### config.mk
export PLATFORM = sky130hd
export DESIGN_NAME = mem_bus_arbiter
export DESIGN_NICKNAME = d
export VERILOG_FILES = /design/src/rtl/mem_arb_pkg.sv /design/src/rtl/arb_rr_select.sv /design/src/rtl/mem_bus_arbiter.sv
export SDC_FILE = /design/constraint.sdc
export NUM_CORES = 1
export LEC_CHECK = 0
export CAP_MARGIN = 20
export CORE_MARGIN = 5
export CORE_UTILIZATION = 38
export DETAILED_ROUTE_END_ITERATION = 8
export HOLD_SLACK_MARGIN = 0.03
export PLACE_DENSITY = 0.89
export SLEW_MARGIN = 20
export SYNTH_ARGS = -nofsm -noshare
export SYNTH_HDL_FRONTEND = slang
export SYNTH_SLANG_ARGS = --single-unit
### constraint.sdc
create_clock -name clk -period 2.1 [get_ports clk]
set_input_delay 0.315 -clock clk [delete_from_list [all_inputs] [get_ports clk]]
set_output_delay 0.315 -clock clk [all_outputs]
set_load 0.01 [all_outputs]
### src/rtl/mem_arb_pkg.sv
// mem_arb_pkg: shared state encoding, requester IDs and read-latency limits for the memory bus arbiter
package mem_arb_pkg;
  typedef enum logic [1:0] {
    ST_IDLE  = 2'd0,
    ST_ISSUE = 2'd1,
    ST_WAIT  = 2'd2,
    ST_ACK   = 2'd3
  } state_e;
  localparam logic REQ_CORE   = 1'b0;
  localparam logic REQ_AUX    = 1'b1;
  localparam int   RD_LAT_MIN = 1;
  localparam int   RD_LAT_MAX = 3;
  localparam int   CNT_W      = 2;
endpackage

### src/rtl/arb_rr_select.sv
// arb_rr_select: two-way round-robin winner pick; on a tie the requester that did not win last time gets the grant
module arb_rr_select
  import mem_arb_pkg::*;
(
  input  logic req_0,
  input  logic req_1,
  input  logic last_grant,
  output logic grant_valid,
  output logic grant_id
);
  assign grant_valid = req_0 | req_1;
  assign grant_id    = (req_0 & req_1) ? ~last_grant : (req_1 ? REQ_AUX : REQ_CORE);
endmodule

### src/rtl/mem_bus_arbiter.sv
// mem_bus_arbiter: round-robin sequencer sharing one synchronous data memory between the core and an auxiliary master
module mem_bus_arbiter
  import mem_arb_pkg::*;
#(
  parameter int AW     = 16,
  parameter int DW     = 16,
  parameter int RD_LAT = 1
) (
  input  logic          clk,
  input  logic          reset_n,
  input  logic          req_0,
  input  logic          req_1,
  input  logic          we_0,
  input  logic          we_1,
  input  logic [AW-1:0] addr_0,
  input  logic [AW-1:0] addr_1,
  input  logic [DW-1:0] wdata_0,
  input  logic [DW-1:0] wdata_1,
  output logic          ack_0,
  output logic          ack_1,
  output logic [DW-1:0] rdata,
  output logic [AW-1:0] mem_addr,
  output logic [DW-1:0] mem_wdata,
  output logic          mem_we,
  input  logic [DW-1:0] mem_rdata,
  output logic          busy,
  output logic          owner
);
  // out-of-range latencies are clamped so the wait counter can never underflow
  localparam int LAT = (RD_LAT < RD_LAT_MIN) ? RD_LAT_MIN : (RD_LAT > RD_LAT_MAX) ? RD_LAT_MAX : RD_LAT;
  state_e            state_q, state_d;
  logic              last_q, last_d, owner_q, owner_d, we_q, we_d;
  logic [AW-1:0]     addr_q, addr_d;
  logic [DW-1:0]     wdata_q, wdata_d, rdata_q, rdata_d;
  logic [CNT_W-1:0]  cnt_q, cnt_d;
  logic              grant_valid, grant_id;
  arb_rr_select u_sel (
    .req_0       (req_0),
    .req_1       (req_1),
    .last_grant  (last_q),
    .grant_valid (grant_valid),
    .grant_id    (grant_id)
  );
  always_comb begin
    state_d = state_q;
    last_d  = last_q;
    owner_d = owner_q;
    we_d    = we_q;
    addr_d  = addr_q;
    wdata_d = wdata_q;
    rdata_d = rdata_q;
    cnt_d   = cnt_q;
    case (state_q)
      ST_IDLE: if (grant_valid) begin
        state_d = ST_ISSUE;
        last_d  = grant_id;
        owner_d = grant_id;
        we_d    = grant_id ? we_1 : we_0;
        addr_d  = grant_id ? addr_1 : addr_0;
        wdata_d = grant_id ? wdata_1 : wdata_0;
      end
      ST_ISSUE: begin
        state_d = we_q ? ST_ACK : ST_WAIT;
        cnt_d   = CNT_W'(LAT);
      end
      ST_WAIT: begin
        cnt_d = cnt_q - 1'b1;
        if (cnt_q == CNT_W'(1)) begin
          rdata_d = mem_rdata;
          state_d = ST_ACK;
        end
      end
      default: state_d = ST_IDLE;
    endcase
  end
  always_ff @(posedge clk or negedge reset_n) begin
    if (!reset_n) begin
      state_q <= ST_IDLE;
      last_q  <= REQ_AUX;
      owner_q <= REQ_CORE;
      we_q    <= 1'b0;
      addr_q  <= '0;
      wdata_q <= '0;
      rdata_q <= '0;
      cnt_q   <= '0;
    end else begin
      state_q <= state_d;
      last_q  <= last_d;
      owner_q <= owner_d;
      we_q    <= we_d;
      addr_q  <= addr_d;
      wdata_q <= wdata_d;
      rdata_q <= rdata_d;
      cnt_q   <= cnt_d;
    end
  end
  assign ack_0     = (state_q == ST_ACK) && (owner_q == REQ_CORE);
  assign ack_1     = (state_q == ST_ACK) && (owner_q == REQ_AUX);
  assign mem_we    = (state_q == ST_ISSUE) && we_q;
  assign mem_addr  = addr_q;
  assign mem_wdata = wdata_q;
  assign rdata     = rdata_q;
  assign busy      = state_q != ST_IDLE;
  assign owner     = owner_q;
endmodule

---- Word level (Yosys, flattened, before mapping) ----
Cells that the tools add are included.
storage, ports and cells
  memory bits (read-only) ................. 0
  memory bits (writable) .................. 0
  latch bits .............................. 0
  memories ................................ 0
  flip-flop bits (word level) ............. 55
operators by class
  reductions and logical operators ........ 9
  multiply operators ...................... 0
  add/subtract/negate cells ............... 1
  multiplexer cells ....................... 10
  equality and inequality tests ........... 6
  bitwise operators ....................... 4
  div/mod/pow operators ................... 0
  shifts and indexed selects .............. 0
  order comparisons ....................... 0
operators by type and width
  kind                                                                 number
  16-bit two-way mux                                                   2
  2-bit case mux with 3 select lines                                   1
  2-bit AND reduction                                                  3
  2-bit by 1-bit == test with 1-bit output (second input constant)     2
  2-bit == test (second input constant)                                2
  1-bit two-way mux                                                    4
  2-bit two-way mux                                                    2
  2-bit != test (second input constant)                                2
  2-bit case mux with 2 select lines                                   1
  2-bit nonzero test                                                   2
  1-bit logical AND                                                    3
  2-bit logical NOT                                                    1
  1-bit inverter                                                       2
  2-bit by 1-bit subtractor with 2-bit output (second input constant)  1
  1-bit bitwise AND                                                    1
  1-bit bitwise OR                                                     1

---- Logic depth before layout (Yosys ltp) ----
Gate-level depths: netlist of the first run.
  depth in word-level cells ............... 3
  depth in mapped cells ................... 6
  depth with buffers taken out ............ 5

---- Modules after synthesis ----
A second synthesis of the first run with hierarchy kept.
second synthesis, totals
  cell total of the unflattened synthesis .. 214
  area, all modules ....................... 2586.2 um^2
modules (own cells, without submodules)
  module           cells each  area each (um^2)  sequential area each (um^2)  instances
  mem_bus_arbiter  212         2572.5            1377.6                       1
  arb_rr_select    2           13.8              0.0                          1

---- Least setup slack after synthesis of the first run ----
No wires, ideal clock.
  path type ............................... flip-flop to flip-flop
  start ................................... register state_q[0]
  end ..................................... register state_q[0]
  path slack .............................. 0.534 ns
  data arrival time ....................... 1.441 ns
  cell stages (with the launch flop) ...... 6
  setup time .............................. 0.125 ns
  data required time ...................... 1.975 ns
  clock period less this slack ............ 1.566 ns
  cell sequence ........................... dfrtp_1 -> inv_1 -> ha_1 -> inv_2 -> o32a_4 -> mux2_4
between the ends
  word-level cells in the longest chain between the ends .. 3
ends and longest elaborated chain
  what                                                       RTL line               RTL
  from (decl)                                                mem_bus_arbiter.sv:31  state_e state_q, state_d;
  from (signal assigned)                                     mem_bus_arbiter.sv:87  state_q <= state_d;
  2-bit == test / 2-bit logical NOT (equally long branches)  mem_bus_arbiter.sv:53  case (state_q)
  2-bit != test (no line)                                    n/a
  2-bit AND reduction (no line)                              n/a
Several ways; a longest one is shown, not always the timed one.
A chain may end at the register's enable or synchronous reset.

---- Final worst setup path of the first run ----
  start ................................... register state_q[0]
  end ..................................... output port ack_1
between the ends
  word-level cells in the longest chain between the ends .. 2
ends and longest elaborated chain
  what               RTL line               RTL
  2-bit == test      mem_bus_arbiter.sv:98  assign ack_1 = (state_q == ST_ACK) && (owner_q == REQ_AUX);
  1-bit logical AND  mem_bus_arbiter.sv:98
  to (decl)          mem_bus_arbiter.sv:20  output logic ack_1,
Every way passes these cells.

==> metrics.md, run 1 <==
| Metric | Value |
|---|---|
| Status | completed |
| Synth top cells by count | a21oi_1 (67), dfrtp_1 (54), nand2_1 (36), nor2_1 (33), mux2_2 (16) |
| Final hold violations | 0 |
| Worst hold slack | roughly 0.47 ns |
| Delay-heaviest family, CP | buffers and inverters |
| Nets | 481 |
| Clk network pwr share | a little over a tenth |
| Post-synth EDFFs | 0 |
| Site Rows | 29 |
| CTS tree | done |
| Leak pwr | approximately 1.7 nW |
| GP Congestion | 0.7809 |
| CTS root buffer | clkbuf_8 |
| Total track usage | approximately 18% |
| Synthesized area | between 2000 and 2500 sq um |
| Area leader, netlist | dfrtp_1 |
| Reg2reg start | state_q[1] |
| Initial Util | between 30% and 40% |
| Initial DRC Count | 100 |
| Switching part of the total | 35.73% |
| GR Util met2 | between 30% and 40% |
| Worst setup slack after placement | between 0.2 and 0.3 ns |
| Cell Chain, Critical Path | buf_4 > ha_1 > and2_1 > clkdlybuf4s50_1 |
| Critical Path Start Type | register |
| Final period utilization | a little over nine tenths |
| Worst Reg2Reg Path Length in Cells | 5 |
| Via Count | 2300 |
| CORE AREA | around 6300 sq um |
| Chip Width | between 90 and 100 um |
| #FFs+latches synth | 55 |
| Via density | 4.915 |
| TNS Setup | 0 ns |
| Sink Count | 55 |
| Final setup skew | 0.01275 ns |
| Proportion of layout cells with a drive suffix above 1 | roughly 11% |
| I/O Buffers | about 140 |
| Setup slack, reg-to-reg | about 0.47 ns |
| First-pass GRT wire length | approximately 12000 um |
| DR WL/cell | 16.02 um |
| Slowest-stage cell, CP | clkdlybuf4s50_1 |
| Syn-to-layout area delta | 64.53% |
| Combinational share of power | 55.0% |
| Cells after Synth | about 250 |
| Hold Path Class | in2async |
| Drt first pass iters | 4 |
| Worst-path clk slew | around 0.11 ns |
| Drc violations | 0 |
| Drt total wl | ~7500 um |
| Post-DP HPWL | roughly 5800 um |
| Sw power | between 0.0015 and 0.002 W |
| Final worst slack | roughly 0.078 ns |
| WP buf/inv | 2 |
| Setup-failing EPs final | 0 |
| Distinct cells, synth | 24 |
| Sequential power share | 34.3% |
| Warnings from Yosys | 0 |
| Share of the synthesized area in the top cell type | between 50% and 60% |
| Final ANT Viol Nets | 0 |
| Grt ovf | 0 |
| Req. time, crit path | between 1.5 and 2 ns |
| Tightest Pin Transition | around 0.4 ns |
| Maximum number of pins on one net before global-route repair | 40 |
| Io pins | between 100 and 150 |
| Area contributors post-synth | dfrtp_1 (55%), a21oi_1 (14%), mux2_2 (7.3%), nand2_1 (5.5%), nor2_1 (5.0%) |
| CTS Buffer Depth | 2 |
| Synthesized area per cell | just under 10 sq um |
| DIE HEIGHT | 90.72 um |
| M3 GR Usage | approximately 5.3% |
| Power Density | between 1000 and 1500 nW/um^2 |
| CP endpoint kind | output pin |
| Power Internal | about 0.0036 W |
| Period minus WS final | slightly above 2 ns |
| Highest Clock Rate | slightly below 500 MHz |
| Slew margin rel. | between 70% and 80% |
| Antenna diodes | 0 |
| Die area | 8230 sq um |
| Critical path fanouts, max | 4 |
| Syn Nets | 340 |
| Reg-to-reg endpoint | state_q[1] |
| Slew Viols, Final | 0 |
| Clock latency on the worst-skew pair | around 0.31 ns |
| Max stage delay on crit path | roughly 0.48 ns |
| Most Crowded Layer GR | met2 |
| Critical Path AT | 1.71 ns |
| Max-cap viol count | 0 |
| Source of the critical timing path | state_q[0] |
| H-tree levels | 2 |
| Most common cell in the synthesized netlist | a21oi_1 |
| Vias in the first global route | 2442 |
| Total CTS buffers | 5 |
| Synth Flop Type | dfrtp_1 |
| Register area share after synthesis | between 50% and 60% |
| Worst vdd ir | 0.6968 mV |
| Antenna violations before repair | 0 |
| Synth async-reset ratio | 100.0% |
| M1 GR Usage | a little over a fifth |
| Kind of critical path | reg2out |
cell type report:
type / instances / area, sq um
multi-input combinational: 173 / 989.7
timing repair buffer: 149 / 1499
inverter: 6 / 22.52
clock inverter: 2 / 16.27
sequential: 55 / 1378
fill: 527 / 2276
clock buffer: 6 / 72.57
tap: 77 / 96.34
cell usage in the layout, fill, tap and decap left out, drive strengths merged:
master / n
a21bo: 1
a21boi: 1
a21oi: 67
a31oi: 2
and2: 1
buf: 11
clkbuf: 6
clkdlybuf4s50: 137
clkinvlp: 1
dfrtp: 54
dfstp: 1
dlygate4sd3: 1
ha: 5
inv: 7
mux2: 18
nand2: 36
nand3: 2
nor2: 33
nor2b: 1
o21a: 2
o21ai: 3
o32a: 1
layer usage:
layer  share of wire [%]  vias up  routed length (um)
met1                  39     1101                2910
met4                0.96        0                  72
met2                  53       77                4007
met5                   0        -                   0
met3                 6.8        6                 508
li1                    -     1116                   -
flip-flops by register name, indices dropped and copies added, names as in the netlist:
signal and cells:
last_q 1, we_q 1, mem_wdata 16, owner 1
state_q 2, rdata 16, cnt_q 2, mem_addr 16
worst register-to-register path, delay by kind of cell (launching register included):
kind	cells	cell delay, ns
DFF	1	0.43
AOI/OAI and AO/OA	1	0.37
muxes	1	0.30
adders and majority gates	1	0.24
buffers and inverters	2	0.17
per-stage QoR:
stage	area, sq um	util, %	total power (W)	std cells
3_3_place_gp	3958	62.33	0.004846	457
3_5_place_dp	3958	62.33	0.004977	457
6_report	4074	64.16	0.005545	468
2_1_floorplan	2476	-	0.003383	249
4_1_cts	4056	63.88	0.005586	466
5_1_grt	4074	64.16	0.005938	468
worst max-delay path by stage:
stage,endpoint,depth (start not counted)
2_1_floorplan,state_q[0],5
4_1_cts,busy,4
5_1_grt,ack_0,4
3_3_place_gp,mem_wdata[1],5
3_5_place_dp,mem_addr[12],5
6_report,ack_1,4
repair_timing:
action,in CTS,in global routing
hold buffers,1,0
resized for setup,0,1
setup endpoints to repair,0,1
buffers inserted,0,2
endpoints found under the hold margin,16,0
power groups by stage:
stage / combinational (W) / sequential [W] / clock [W]
5_1_grt: 0.00331 / 0.00198 / 0.000649
3_5_place_dp: 0.00305 / 0.00193 / 0
4_1_cts: 0.00306 / 0.00191 / 0.000619
6_report: 0.00305 / 0.00190 / 0.000593
2_1_floorplan: 0.00126 / 0.00212 / 0
3_3_place_gp: 0.00295 / 0.00189 / 0
cells by family after synthesis:
family / share of synthesized area (%)
compound gates: 17.48
simple gates: 11.37
flops: 55.63
buf+inv: 4.497
mux: 8.489
fa+ha+maj: 2.527
(Power assumes the default switching activity.)
==> run 2, diff against run 1 <==
--- a/config.mk
+++ b/config.mk
@@ -8,3 +8,2 @@
 export CAP_MARGIN = 20
-export CORE_MARGIN = 5
 export CORE_UTILIZATION = 38
--- a/constraint.sdc
+++ b/constraint.sdc
@@ -3,2 +3,2 @@
 set_output_delay 0.315 -clock clk [all_outputs]
-set_load 0.01 [all_outputs]
+set_load 0.005 [all_outputs]
==> run 2 against run 1 <==
Effect of this change:
- die area fell by 17%
- power down 4.0%
- final cell count grew 0.21%
- worst setup slack improved by 0.00085 ns
- sequential share of layout area increased by 0.14 points
- first-iteration DRC count rose by 28%
- clock skew is 0.0075 ns lower
- flip-flop and latch count is the same
- critical path depth unchanged
- combinational power fell by 7.9%
- clock power increased by 3%
- register-to-register slack got worse by 0.05 ns
- critical endpoint is now busy
- largest cell class unchanged
- highest routed layer unchanged
==> metrics.md, run 2 (synthesis results as in run 1) <==
| Metric | Value |
|---|---|
| Status | completed |
| Power Density | between 1000 and 1500 nW/um^2 |
| H-tree levels | 2 |
| Post-DP HPWL | approximately 5300 um |
| Drc violations | 0 |
| Final hold violations | 0 |
| Period minus WS final | around 2.0 ns |
| Vias in the first global route | around 2400 |
| CTS resizes | 0 |
| Fin cells | 469 |
| First-pass GRT wire length | around 11000 um |
| Io pins | between 100 and 150 |
| CORE AREA | 6314 sq um |
| Initial DRC Count | 128 |
| Final setup skew | 0.005276 ns |
| Clock latency on the worst-skew pair | slightly above 0.3 ns |
| Critical Path Start Type | register |
| Worst-path clk slew | approximately 0.10 ns |
| Slew Viols, Final | 0 |
| Reg area | between 1000 and 1500 sq um |
| Multi-input logic area | ~990 sq um |
| Post-Place Cells | roughly 460 |
| Die area | around 6800 sq um |
| Commonest non-fill, non-tap cell in the layout | clkdlybuf4s50_1 |
| Setup-failing EPs final | 0 |
| Post-DP Area | ~3900 sq um |
| Initial Util | between 30% and 40% |
| Antenna diodes | 0 |
| Site Rows | 29 |
| Worst setup slack after placement | ~0.32 ns |
| Total CTS buffers | 5 |
| Final ANT Viol Nets | 0 |
| Final worst slack | 0.07854 ns |
| Worst vdd ir | about 0.63 mV |
| DR WL/cell | about 15 um |
| GP Congestion | 0.7674 |
| Syn-to-layout area delta | 63.87% |
| Critical path fanouts, max | 5 |
| Maximum number of pins on one net before global-route repair | 36 |
| CTS root buffer | clkbuf_8 |
| Fill count | around 550 |
| Critical Path AT | about 1.7 ns |
| Setup slack, reg-to-reg | ~0.42 ns |
| Nets | 482 |
| Worst hold slack | 0.5092 ns |
| Via density | 4.972 |
| Proportion of layout cells with a drive suffix above 1 | between 10% and 20% |
| Design area | just over 4000 sq um |
| Hold Path Class | in2async |
| Leak pwr | between 1.5 and 2 nW |
| Drt total wl | between 6000 and 7000 um |
| Power Total | about 0.0053 W |
| Drt first pass iters | 6 |
| Max-cap viol count | 0 |
| CTS tree | done |
| Most frequent cells in the layout | clkdlybuf4s50_1 (137), a21oi_1 (67), dfrtp_1 (54) |
| Highest Clock Rate | 494.7 MHz |
| Req. time, crit path | 1.78 ns |
| CTS Buffer Depth | 2 |
| Kind of critical path | reg2out |
| Chip Width | about 83 um |
| Total track usage | approximately a fifth |
| Via Count | 2332 |
| Final period utilization | 96.26% |
| Antenna violations before repair | 0 |
| Grt ovf | 0 |
| DIE HEIGHT | 82.72 um |
| I/O Buffers | between 100 and 150 |
| Sink Count | 55 |
| CP endpoint kind | output pin |
| Tightest Pin Transition | 0.4970 ns |
| Slew margin rel. | approximately two thirds |
run 2: path summary, 6_finish.rpt:
path                                 to  cells past startpoint        from
setup / recovery                   busy                      4  state_q[0]
hold / removal             mem_wdata[2]                      2     reset_n
setup reg to reg             state_q[0]                      5  state_q[1]
hold reg to reg                rdata[2]                      1    rdata[2]
max in group asynchronous        last_q                      3     reset_n
min in group clk               rdata[2]                      1    rdata[2]
run 2: worst max-delay path: stages, from the launching register on:
cell,delay [ns]
dfrtp_1,0.42
inv_1,0.08
ha_1,0.28
inv_2,0.12
clkdlybuf4s50_1,0.50
run 2: per-stage QoR:
stage | setup TNS [ns] | utilization (%)
2_1_floorplan | 0 | -
3_3_place_gp | 0 | 62.52
3_5_place_dp | 0 | 62.52
4_1_cts | 0 | 64.15
5_1_grt | -0.001115 | 64.27
6_report | 0 | 64.27
run 2: timing repair:
| action | CTS | global route |
|---|---|---|
| endpoints found under the hold margin | 20 | 0 |
| setup endpoints to repair | 0 | 1 |
| hold buffers | 1 | 0 |
| setup buffers | 0 | 1 |
run 2: area by class of cell:
cell class | count | share of cell area [%]
clock buffer | 5 | 1.696
multi-input combinational | 173 | 24.33
clock inverter | 3 | 0.5859
timing repair buffer | 150 | 36.51
tap | 77 | 2.374
inverter | 6 | 0.5550
sequential | 55 | 33.95
run 2: report_power, final:
| part | internal (W) | switching (W) |
|---|---|---|
| sequential | 0.00160 | 0.000301 |
| clock | 0.000242 | 0.000369 |
| combinational | 0.00168 | 0.00113 |
| total | 0.00352 | 0.00180 |
run 2: layer usage:
metal / vias to the layer above / routed length, um / global-route usage, %
met1: 1108 / 2701 / 23.41
met3: 10 / 599 / 6.813
li1: 1121 / - / -
met2: 93 / 3578 / 38.28
met5: - / 0 / 0
met4: 0 / 87 / 5.345
